==> src/rtl/lsu_controller.sv <==
`default_nettype none
// +------------------------------------------------------------------------+
// | Module   : lsu_controller                                              |
// | Purpose  : Load/store sequencer for a single data-memory port; stalls  |
// |            the core and shapes byte enables, store and load data.      |
// | Revision : 1.0 - initial release                                       |
// +------------------------------------------------------------------------+
module lsu_controller (
   input  logic        clk_i,
   input  logic        rst_ni,
   input  logic        core_req_i,
   input  logic        core_we_i,
   input  logic [2:0]  core_size_i,
   input  logic [31:0] core_addr_i,
   input  logic [31:0] core_wd_i,
   output logic [31:0] core_rd_o,
   output logic        core_stall_o,
   output logic        fault_o,
   output logic [31:0] fault_addr_o,
   output logic        mem_req_o,
   output logic        mem_we_o,
   output logic [3:0]  mem_be_o,
   output logic [31:0] mem_addr_o,
   output logic [31:0] mem_wd_o,
   input  logic [31:0] mem_rd_i,
   input  logic        mem_ready_i
);

   localparam logic [2:0] c_ldst_b  = 3'd0;
   localparam logic [2:0] c_ldst_h  = 3'd1;
   localparam logic [2:0] c_ldst_w  = 3'd2;
   localparam logic [2:0] c_ldst_bu = 3'd4;
   localparam logic [2:0] c_ldst_hu = 3'd5;

   typedef enum logic [1:0] {
      IDLE  = 2'd0,
      BUSY  = 2'd1,
      DONE  = 2'd2,
      FAULT = 2'd3
   } state_t;

   state_t      r_state;
   state_t      w_next_state;

   logic        r_we;
   logic [2:0]  r_size;
   logic [31:0] r_addr;
   logic [31:0] r_wd;
   logic [31:0] r_rdata;

   logic        w_legal_size;
   logic        w_misaligned;
   logic        w_fault;
   logic        w_accept;
   logic        w_reject;
   logic        w_stall;
   logic        w_busy;
   logic [7:0]  w_byte;
   logic [15:0] w_half;
   logic [31:0] w_load_ext;
   logic [3:0]  w_be;
   logic [31:0] w_wd_rep;

   // Size bits [1:0] give the width (00 byte, 01 half, 10 word); bit 2 marks unsigned loads.
   always_comb begin
      w_legal_size = (core_size_i == c_ldst_b)  || (core_size_i == c_ldst_h)  ||
                     (core_size_i == c_ldst_w)  || (core_size_i == c_ldst_bu) ||
                     (core_size_i == c_ldst_hu);
      w_misaligned = ((core_size_i[1:0] == 2'b01) && core_addr_i[0]) ||
                     ((core_size_i == c_ldst_w) && (core_addr_i[1:0] != 2'b00));
      w_fault      = !w_legal_size || w_misaligned;
   end

   always_comb begin
      w_next_state = r_state;
      w_stall      = 1'b0;
      w_accept     = 1'b0;
      w_reject     = 1'b0;
      case (r_state)
         IDLE: begin
            if (core_req_i) begin
               w_stall = 1'b1;
               if (w_fault) begin
                  w_reject     = 1'b1;
                  w_next_state = FAULT;
               end else begin
                  w_accept     = 1'b1;
                  w_next_state = BUSY;
               end
            end
         end
         BUSY: begin
            w_stall = 1'b1;
            if (mem_ready_i) begin
               w_next_state = DONE;
            end
         end
         DONE:    w_next_state = IDLE;
         FAULT:   w_next_state = IDLE;
         default: w_next_state = IDLE;
      endcase
   end

   always_ff @(posedge clk_i or negedge rst_ni) begin
      if (!rst_ni) begin
         r_state <= IDLE;
      end else begin
         r_state <= w_next_state;
      end
   end

   always_comb begin
      case (r_addr[1:0])
         2'd0:    w_byte = mem_rd_i[7:0];
         2'd1:    w_byte = mem_rd_i[15:8];
         2'd2:    w_byte = mem_rd_i[23:16];
         default: w_byte = mem_rd_i[31:24];
      endcase
      w_half = r_addr[1] ? mem_rd_i[31:16] : mem_rd_i[15:0];
      case (r_size[1:0])
         2'b00:   w_load_ext = {{24{~r_size[2] & w_byte[7]}}, w_byte};
         2'b01:   w_load_ext = {{16{~r_size[2] & w_half[15]}}, w_half};
         default: w_load_ext = mem_rd_i;
      endcase
   end

   always_ff @(posedge clk_i or negedge rst_ni) begin
      if (!rst_ni) begin
         r_we    <= 1'b0;
         r_size  <= 3'd0;
         r_addr  <= 32'd0;
         r_wd    <= 32'd0;
         r_rdata <= 32'd0;
      end else begin
         if (w_accept) begin
            r_we   <= core_we_i;
            r_size <= core_size_i;
            r_addr <= core_addr_i;
            r_wd   <= core_wd_i;
         end else if (w_reject) begin
            r_addr <= core_addr_i;
         end
         if ((r_state == BUSY) && mem_ready_i) begin
            r_rdata <= r_we ? 32'd0 : w_load_ext;
         end
      end
   end

   always_comb begin
      case (r_size[1:0])
         2'b00: begin
            w_be     = 4'b0001 << r_addr[1:0];
            w_wd_rep = {4{r_wd[7:0]}};
         end
         2'b01: begin
            w_be     = r_addr[1] ? 4'b1100 : 4'b0011;
            w_wd_rep = {2{r_wd[15:0]}};
         end
         default: begin
            w_be     = 4'b1111;
            w_wd_rep = r_wd;
         end
      endcase
   end

   assign w_busy       = (r_state == BUSY);
   assign mem_req_o    = w_busy;
   assign mem_we_o     = w_busy & r_we;
   assign mem_be_o     = w_busy ? w_be : 4'b0000;
   assign mem_addr_o   = w_busy ? {r_addr[31:2], 2'b00} : 32'd0;
   assign mem_wd_o     = w_busy ? w_wd_rep : 32'd0;

   // Stall is combinational on core_req_i in IDLE, so it must be masked while reset is held.
   assign core_stall_o = w_stall & rst_ni;
   assign fault_o      = (r_state == FAULT);
   assign fault_addr_o = (r_state == FAULT) ? r_addr : 32'd0;
   assign core_rd_o    = r_rdata;

endmodule
`default_nettype wire

==> config.mk <==
export PLATFORM = sky130hd
export DESIGN_NAME = lsu_controller
export DESIGN_NICKNAME = d
export VERILOG_FILES = /design/src/rtl/lsu_controller.sv
export SDC_FILE = /design/constraint.sdc
export NUM_CORES = 1
export LEC_CHECK = 0
export ABC_AREA = 0
export CAP_MARGIN = 20
export CORE_MARGIN = 3
export CORE_UTILIZATION = 35
export CTS_BUF_LIST = sky130_fd_sc_hd__clkbuf_8
export DETAILED_ROUTE_END_ITERATION = 6
export MAX_ROUTING_LAYER = met4
export PLACE_DENSITY = 0.68
export SLEW_MARGIN = 20
export SYNTH_ARGS = -nofsm -noshare
export SYNTH_HDL_FRONTEND = slang
export SYNTH_SLANG_ARGS = --single-unit
==> constraint.sdc <==
create_clock -name clk_i -period 3.7 [get_ports clk_i]
set_clock_uncertainty 0.05 [all_clocks]
set_input_delay 0.555 -clock clk_i [delete_from_list [all_inputs] [get_ports clk_i]]
set_output_delay 0.555 -clock clk_i [all_outputs]
set_load 0.02 [all_outputs]
==> results of run 1 <==
sequential cells by signal, summed over array words and instances (netlist names):
signal / count
core_rd_o: 32
r_addr: 32
r_wd: 32
r_size: 3
r_state: 2
r_we: 1
stage by stage:
stage	cell area, um^2	hold WS [ns]	utilization (%)
floorplan	5310	0.209	-
global placement	7800	0.425	53.0
detailed placement	7800	0.433	53.0
CTS	7980	0.0393	54.3
global route	7980	0.0577	54.3
finish	7980	0.0550	54.3
cell families after synthesis:
kind of cell,Yosys count
flip-flops,102
AND/OR/NAND/NOR,157
AO/OA/AOI/OAI,83
buffers and inverters,45
multiplexers,93
other,1
cell usage in the layout (no fill, tap or decap), drive strengths merged, types with 3 or more instances in the layout:
cell type / n
nor2: 32
mux2: 77
mux2i: 16
clkdlybuf4s50: 236
a221o: 16
a222oi: 7
clkbuf: 9
inv: 5
and2: 42
buf: 10
and3: 32
a32o: 8
nand2: 26
a21oi: 28
nor3b: 4
o21ai: 18
dfrtp: 102
clkinv: 3
nor2b: 3
nand2b: 9
cell usage after synthesis, drive strengths merged:
master,number,area (um^2)
a2111oi,1,27.5
or2,1,6.26
nor3b,4,40.0
a21oi,28,140
nor2b,3,18.8
nand3,1,5.00
nand2,26,97.6
mux2i,16,160
dfrtp,102,2550
nor3,2,15.0
and3b,1,8.76
nand2b,9,63.8
nand3b,2,27.5
buf,24,133
a221o,16,160
a22oi,1,21.3
nor2,32,120
a22o,1,8.76
and2,42,263
mux2,77,867
o21bai,2,15.0
or3,1,6.26
clkbuf,19,72.6
conb,1,3.75
a32o,8,80.1
inv,2,12.5
o21a,1,7.51
and3,32,200
nor4,1,6.26
a222oi,7,70.1
o21ai,18,93.8
per-layer routing:
layer	GRT usage (%)	wire length, um
met3	5.98	1230
met2	33.6	8220
met1	25.8	7180
met5	-	0
met4	4.08	146
power by group:
| group | internal [mW] | switching, mW | leakage (nW) | total (mW) |
|---|---|---|---|---|
| logic | 1.85 | 1.90 | 2.02 | 3.75 |
| clock network | 0.253 | 0.418 | 0.0906 | 0.671 |
| registers | 1.63 | 0.505 | 1.25 | 2.14 |
cell type report:
cell class	count	area (um^2)	area share, %
Clock inverter	7	56.3	0.706
Multi-Input combinational cell	335	2550	32.0
Sequential cell	102	2550	32.0
Tap cell	184	230	2.89
Clock buffer	9	124	1.55
Timing Repair Buffer	246	2450	30.7
Inverter	2	12.5	0.157
critical path, delay by kind of cell (launching register included):
kind	cells	cell delay [ns]
AOI/OAI and AO/OA	1	0.21
DFF	1	0.57
and+or+nand+nor	3	0.81
buffers and inverters	1	0.54
worst min-delay path by stage:
stage                   from  slack [ns]      endpoint
floorplan             rst_ni        0.21  core_rd_o[0]
global placement    r_wd[19]        0.43      r_wd[19]
detailed placement  r_wd[26]        0.43      r_wd[26]
CTS                   rst_ni        0.04     r_addr[7]
global route          rst_ni        0.06     r_addr[7]
finish                rst_ni        0.05     r_addr[7]
==> impl_metrics.json, run 1 <==
{
  "synthXorXnorAreaFrac_pct": 0,
  "hold_class": "in2async",
  "postSynthAreaPerCell_um2": 11.0,
  "peakVddDrop_v": 0.000408,
  "placement.io_buffers": 237,
  "cp.arrival_ns": 2.51,
  "row_count": 44,
  "critPathMaxFanout": 11,
  "area_delta_synth_final_pct": 50.4,
  "insertion_delay_ns": 0.38,
  "routed_wl_um": 16800,
  "fin_ws_ns": 0.583,
  "ys_seq_area_share_pct": 48.1,
  "worstMarginPinSlew_ns": 0.915,
  "grt_pass1_vias": 4719,
  "grt_max_degree": 73,
  "outcome": "finished clean",
  "cts_root_buffer": "clkbuf_8",
  "dp.cells": 869,
  "hold_viol": 0,
  "p_per_area_nw_per_um2": 823,
  "clk_pin_slew_ns": 0.10,
  "slowest_delay_ns": 0.57,
  "dp_hpwl_um": 12600,
  "cp.required_ns": 3.09,
  "wire_per_inst_um": 19.0,
  "cpMaxStageDelayCell": "dfrtp_1",
  "slew_headroom_pct": 39.0,
  "path_cells": "nor2b_1, nor2b_1, nor2_1, o21a_1, clkdlybuf4s50_1",
  "initialDrtViolationCount": 280,
  "yosys_warnings": 0,
  "fin_setup_tns_ns": 0,
  "worstSetupEndpointType": "output pin",
  "die_x_um": 129,
  "period_needed_ns": 3.12,
  "yosys_register_bits": 102,
  "antenna_found_initial": 0,
  "cts_max_path_buffers": 2,
  "coreArea_um2": 14700,
  "finalPower_mw": 6.56,
  "htree_levels": 3,
  "r2r_start": "r_state[0]",
  "post_cts_buffers": 0,
  "die_h_um": 129,
  "fin_cells": 885,
  "critPathLaunchType": "flop",
  "ant_nets": 0,
  "fillers": 1294,
  "r2r_setup_slack_ns": 1.07,
  "cts_tree": "built",
  "drive_gt1_share_pct": 11.6,
  "cts_resized": 0,
  "endpoint": "mem_be_o[2]",
  "power.leakage_nw": 3.36,
  "synth-compound-area-share_pct": 11.8,
  "initial_core_util_pct": 36.1,
  "gr-total-overflow": 0,
  "cp_common_cell": "nor2b_1",
  "hold_buffers": 0,
  "finalMaxSlewViolations": 0,
  "finalSetupViolations": 0,
  "cts_buffers": 9,
  "die_area_um2": 16700,
  "synth_fa_ha_area_share_pct": 0,
  "drc": 0,
  "routed-via-count": 4622,
  "synth_cell_types": 43,
  "cap_violations": 0,
  "gp_congestion": 0.887,
  "rsz0062_at_grt": "no",
  "cts.sink_count": 102,
  "synth_top_family_by_area": "multiplexers",
  "syn_area_um2": 5300,
  "grt_pass1_wl_um": 25900,
  "yosys.area_share.simple_pct": 16.6,
  "grt_usage_pct": 20.6,
  "worstSetupPathType": "reg2out",
  "max_freq_mhz": 321,
  "postSynthCellCount": 481,
  "ios": 240,
  "fin_crit_sh_pct": 84.2,
  "pre_cts_ws_ns": 0.998,
  "ff2ff_path_depth": 6,
  "n_antenna_cell": 0,
  "vias_per_cell": 5.22,
  "first_pass_iters": 4,
  "muxShareOfSynthArea_pct": 19.4,
  "timing.rr.end": "core_rd_o[29]",
  "setup.worst_path.start": "r_size[0]",
  "num-nets-final": 800
}
No activity file was read; power rests on OpenSTA's default activity.
==> inputs of run 2 (changes only) <==
--- a/config.mk
+++ b/config.mk
@@ -12,7 +12,7 @@
 export CTS_BUF_LIST = sky130_fd_sc_hd__clkbuf_8
 export DETAILED_ROUTE_END_ITERATION = 6
 export MAX_ROUTING_LAYER = met4
-export PLACE_DENSITY = 0.68
+export PLACE_DENSITY = 0.71
 export SLEW_MARGIN = 20
 export SYNTH_ARGS = -nofsm -noshare
 export SYNTH_HDL_FRONTEND = slang
==> constraint.sdc (replaced) <==
create_clock -name clk_i -period 2.7 [get_ports clk_i]
set_clock_uncertainty 0.05 [all_clocks]
set_input_delay 0.405 -clock clk_i [delete_from_list [all_inputs] [get_ports clk_i]]
set_output_delay 0.405 -clock clk_i [all_outputs]
set_load 0.02 [all_outputs]
==> run 2 against run 1 <==
  * Die area unchanged
  * Sequential cell count unchanged
  * Power up 39%
  * Critical path depth unchanged
  * Core utilization up 0.71 points
  * Worst setup slack worse by 0.47 ns
  * Via count up 1.9%
  * Clock-buffer cell count unchanged
  * Sequential power up 36%
  * Largest power group unchanged
==> impl_metrics.json, run 2 (synthesis results as in run 1) <==
{
  "finalSetupViolations": 0,
  "path_cells": "buf_4, nor2b_1, nor2_1, o21a_1, clkdlybuf4s50_1",
  "power_frac_comb_pct": 58.0,
  "htree_levels": 3,
  "max_freq_mhz": 387,
  "drive_gt1_share_pct": 12.7,
  "area_delta_synth_final_pct": 52.4,
  "initialDrtViolationCount": 282,
  "cpMaxStageDelayCell": "dfrtp_4",
  "multi_input_area_um2": 2570,
  "hold_class": "in2async",
  "power_switching_mw": 3.94,
  "final_common_cell": "clkdlybuf4s50_1",
  "grt_pass1_vias": 4870,
  "first_pass_iters": 5,
  "rsz0062_at_grt": "no",
  "gr-total-overflow": 0,
  "cts_root_buffer": "clkbuf_8",
  "finalPower_mw": 9.14,
  "dp_hpwl_um": 12800,
  "die_x_um": 129,
  "initial_core_util_pct": 36.1,
  "cp.required_ns": 2.25,
  "swShare_pct": 43.1,
  "routed-via-count": 4712,
  "fin_setup_tns_ns": 0,
  "ios": 240,
  "grt_pass1_wl_um": 26200,
  "cts_buffers": 9,
  "worst-path-buf-inv": 2,
  "worstMarginPinSlew_ns": 0.891,
  "slew_headroom_pct": 40.1,
  "wire_per_inst_um": 19.2,
  "p_per_area_nw_per_um2": 1130,
  "peakVddDrop_v": 0.000581,
  "die_h_um": 129,
  "cts_tree": "built",
  "die_area_um2": 16700,
  "cts.sink_count": 102,
  "drc": 0,
  "finalMaxSlewViolations": 0,
  "grt_usage_pct": 20.8,
  "critPathLaunchType": "flop",
  "post_dp_cell_area_um2": 7860,
  "vias_per_cell": 5.27,
  "grt_max_degree": 103,
  "path_delay_family": "buffers and inverters",
  "outcome": "finished clean",
  "critPathMaxFanout": 20,
  "slowest_delay_ns": 0.60,
  "seq_area_um2": 2560,
  "hold_viol": 0,
  "worstSetupEndpointType": "output pin",
  "row_count": 44,
  "cts_max_path_buffers": 2,
  "period_needed_ns": 2.58,
  "insertion_delay_ns": 0.38,
  "gp_congestion": 0.881,
  "ant_nets": 0,
  "final_area_um2": 8080,
  "p_int_mw": 5.20,
  "cp.arrival_ns": 2.13,
  "coreArea_um2": 14700,
  "power.leakage_nw": 3.48,
  "p_seq_share_pct": 31.9,
  "num-nets-final": 808,
  "routed_wl_um": 17200,
  "fin_crit_sh_pct": 95.7,
  "antenna_found_initial": 1,
  "p_clk_share_pct": 10.1,
  "mostFrequentLayoutCells": "clkdlybuf4s50_1 (231), dfrtp_1 (100), and2_1 (42), mux2_2 (42), mux2_1 (35)",
  "fillers": 1267,
  "clk_pin_slew_ns": 0.10,
  "worstSetupPathType": "reg2out",
  "cap_violations": 0,
  "placement.io_buffers": 237
}
[run 2: power groups by stage]
stage                     registers [mW]  clock network [mW]  logic [mW]
after global placement              2.88                   0        5.23
final                               2.92               0.921        5.30
after CTS                           2.90               0.956        5.34
after floorplan                     2.82                   0        3.08
after global routing                3.02                1.02        5.70
after detailed placement            2.91                   0        5.32
[run 2: per-stage QoR]
step / utilization (%) / setup WS [ns] / hold WS (ns) / cells
6_report: 55.0 / 0.115 / 0.0842 / 894
3_3_place_gp: 53.5 / 0.340 / 0.425 / 876
4_1_cts: 54.8 / 0.0305 / 0.0974 / 892
5_1_grt: 55.0 / 0.00952 / 0.113 / 894
3_5_place_dp: 53.5 / 0.247 / 0.431 / 876
2_1_floorplan: - / 0.624 / 0.0594 / 482
[run 2: final timing paths]
| path | startpoint | slack [ns] | end | cells past startpoint |
|---|---|---|---|---|
| min in group clk_i | core_rd_o[8] | 0.46 | core_rd_o[8] | 1 |
| hold / removal | rst_ni | 0.08 | core_rd_o[15] | 2 |
| setup reg to reg | r_size[1] | 0.33 | core_rd_o[29] | 5 |
| hold reg to reg | core_rd_o[8] | 0.46 | core_rd_o[8] | 1 |
| setup / recovery | r_size[1] | 0.12 | mem_be_o[2] | 5 |
| max in group asynchronous | rst_ni | 2.09 | r_size[1] | 2 |
[run 2: worst register-to-register path, stage by stage, from the launching register on]
cell and delay, ns:
dfrtp_4 0.60, buf_4 0.22, nor3b_2 0.23, a22oi_4 0.14, a2111oi_4 0.86, a221o_1 0.22
[run 2: area by class of cell]
class	instances	area share [%]
multi-input combinational	336	31.7
antenna	1	0.0310
sequential	102	31.6
clock buffer	9	1.53
timing repair buffer	253	31.3
clock inverter	7	0.681
inverter	2	0.248
tap	184	2.85
[run 2: metal layers]
metal | track usage [%] | vias up | wire [um] | share of wire, %
li1 | - | 2165 | - | -
met1 | 25.9 | 2304 | 7230 | 42
met2 | 32.9 | 210 | 8300 | 48
met3 | 4.66 | 33 | 1200 | 7.0
met4 | 8.46 | 0 | 437 | 2.5
met5 | - | - | 0 | 0
[run 2: timing repair]
item	4_1_cts	5_1_grt
endpoints found under the setup margin	18	45
pin swaps	0	0
gates resized for setup	5	6
cloned	0	1
setup buffers	0	0
hold buffers	0	0
==> inputs of run 3 (changes only) <==
--- a/config.mk
+++ b/config.mk
@@ -12,7 +12,7 @@
 export CTS_BUF_LIST = sky130_fd_sc_hd__clkbuf_8
 export DETAILED_ROUTE_END_ITERATION = 6
 export MAX_ROUTING_LAYER = met4
-export PLACE_DENSITY = 0.71
+export PLACE_DENSITY = 0.68
 export SLEW_MARGIN = 20
 export SYNTH_ARGS = -nofsm -noshare
 export SYNTH_HDL_FRONTEND = slang
==> constraint.sdc (replaced) <==
create_clock -name clk_i -period 2.8 [get_ports clk_i]
set_clock_uncertainty 0.05 [all_clocks]
set_input_delay 0.42 -clock clk_i [delete_from_list [all_inputs] [get_ports clk_i]]
set_output_delay 0.42 -clock clk_i [all_outputs]
set_load 0.02 [all_outputs]
==> run 3 against run 2 <==
  * Wire length increased by 2.1%
  * Core utilization is 0.068 points higher
  * Clock power rose by 2.9%
  * Combinational power down 2%
  * Global-route usage is 0.69 points higher
  * Worst hold slack worse by 0.024 ns
  * Critical path depth did not move
  * Worst setup slack better by 0.043 ns
  * Design area increased by 0.12%
  * Largest cell class unchanged
==> impl_metrics.json, run 3 (synthesis results as in run 1) <==
{
  "die_x_um": 129,
  "drive_gt1_share_pct": 12.7,
  "fin_crit_sh_pct": 94.4,
  "cp.required_ns": 2.33,
  "cap_violations": 0,
  "period_needed_ns": 2.64,
  "gp_congestion": 0.835,
  "hold_viol": 0,
  "p_per_area_nw_per_um2": 1100,
  "gr-total-overflow": 0,
  "cts_root_buffer": "clkbuf_8",
  "outcome": "finished clean",
  "routed-via-count": 4760,
  "critPathMaxFanout": 14,
  "htree_levels": 3,
  "critPathLaunchType": "flop",
  "ant_nets": 0,
  "hold_buffers": 0,
  "coreArea_um2": 14700,
  "final_common_cell": "clkdlybuf4s50_1",
  "routed_wl_um": 17500,
  "cts_buffers": 9,
  "placement.io_buffers": 237,
  "finalSetupViolations": 0,
  "cts_tree": "built",
  "grt_pass1_vias": 4928,
  "worstSetupPathType": "reg2out",
  "clk_pin_slew_ns": 0.10,
  "initialDrtViolationCount": 283,
  "row_count": 44,
  "swShare_pct": 42.5,
  "worstSetupEndpointType": "output pin",
  "insertion_delay_ns": 0.38,
  "grt_pass1_wl_um": 27200,
  "die_area_um2": 16700,
  "multi_input_area_um2": 2570,
  "slew_headroom_pct": 35.6,
  "power.leakage_nw": 3.46,
  "power_frac_comb_pct": 58.2,
  "n_antenna_cell": 0,
  "drc": 0,
  "fin_setup_tns_ns": 0,
  "grt_usage_pct": 21.5,
  "hold_class": "in2async",
  "cp.arrival_ns": 2.17,
  "area_delta_synth_final_pct": 52.6,
  "grt_max_degree": 61,
  "cts_max_path_buffers": 2,
  "seq_area_um2": 2550,
  "wire_per_inst_um": 19.6,
  "p_seq_share_pct": 31.2,
  "first_pass_iters": 4,
  "vias_per_cell": 5.32,
  "ff2ff_path_depth": 5,
  "p_int_mw": 5.12,
  "ios": 240,
  "initial_core_util_pct": 36.1,
  "peakVddDrop_v": 0.000557,
  "max_freq_mhz": 379,
  "p_clk_share_pct": 10.6,
  "cts.sink_count": 102,
  "finalMaxSlewViolations": 0,
  "fillers": 1282,
  "fin_util_pct": 55.1,
  "mostFrequentLayoutCells": "clkdlybuf4s50_1 (233), dfrtp_1 (100), and2_1 (42), mux2_2 (42), mux2_1 (35)",
  "antenna_found_initial": 0,
  "die_h_um": 129,
  "power_switching_mw": 3.78,
  "worstMarginPinSlew_ns": 0.966,
  "rsz0062_at_grt": "no",
  "num-nets-final": 810,
  "dp_hpwl_um": 12800
}
-- run 3: cell count changes in the layout (fill, tap and decap cells not counted), moves of 2 or more --
| cell | change |
|---|---|
| dlymetal6s2s_1 | -3 |
| inv_6 | -3 |
| buf_12 | -2 |
| buf_4 | +2 |
| clkdlybuf4s50_1 | +2 |
-- run 3: metal layers --
| layer | track usage, % | up-vias | wire length (um) |
|---|---|---|---|
| li1 | - | 2170 | - |
| met1 | 26.8 | 2352 | 7210 |
| met2 | 34.5 | 219 | 8580 |
| met3 | 6.84 | 19 | 1520 |
| met4 | 4.39 | 0 | 223 |
| met5 | - | - | 0 |
-- run 3: through the flow --
step	cell area [um^2]	setup WS [ns]	cells	power [mW]	hold WS [ns]
2_1_floorplan	5310	0.709	482	5.69	0.0744
3_3_place_gp	7830	0.240	875	7.79	0.423
3_5_place_dp	7860	0.233	876	7.92	0.431
4_1_cts	8060	0.0144	893	8.93	0.0535
5_1_grt	8090	0.0168	894	9.50	0.0685
6_report	8090	0.158	894	8.90	0.0603
-- run 3: timing repair --
action	CTS	global route
endpoints found under the setup margin	8	43
cloned	0	1
setup buffers	2	0
gates resized for setup	3	6
-- run 3: worst paths after layout --
kind / startpoint / end / slack (ns)
worst max register to register: r_size[0] / core_rd_o[17] / 0.35
max in group asynchronous: rst_ni / r_size[0] / 1.43
worst min register to register: core_rd_o[9] / core_rd_o[9] / 0.45
min in group clk_i: core_rd_o[9] / core_rd_o[9] / 0.45
worst min-delay path: rst_ni / r_addr[31] / 0.06
worst max-delay path: r_size[1] / mem_wd_o[8] / 0.16
-- run 3: area by class of cell --
cell class / instances / share of cell area (%)
clock buffers: 10 / 1.70
clock inverters: 5 / 0.634
inverters: 2 / 0.247
multi-input cells: 336 / 31.7
flip-flops and latches: 102 / 31.6
well taps: 184 / 2.84
repair buffers: 255 / 31.3
-- run 3: worst max-delay path: stages (launching register included) --
cell and delay [ns]:
dfrtp_2 0.42, buf_4 0.22, or2_2 0.24, nand2_1 0.08
a21oi_1 0.19, clkdlybuf4s50_1 0.64
-- run 3: power by group through the flow --
stage / registers [mW] / clock network (mW) / logic (mW)
after floorplan: 2.72 / 0 / 2.97
after global routing: 2.88 / 1.04 / 5.58
after CTS: 2.77 / 0.980 / 5.18
after detailed placement: 2.81 / 0 / 5.12
final: 2.78 / 0.948 / 5.18
after global placement: 2.78 / 0 / 5.02
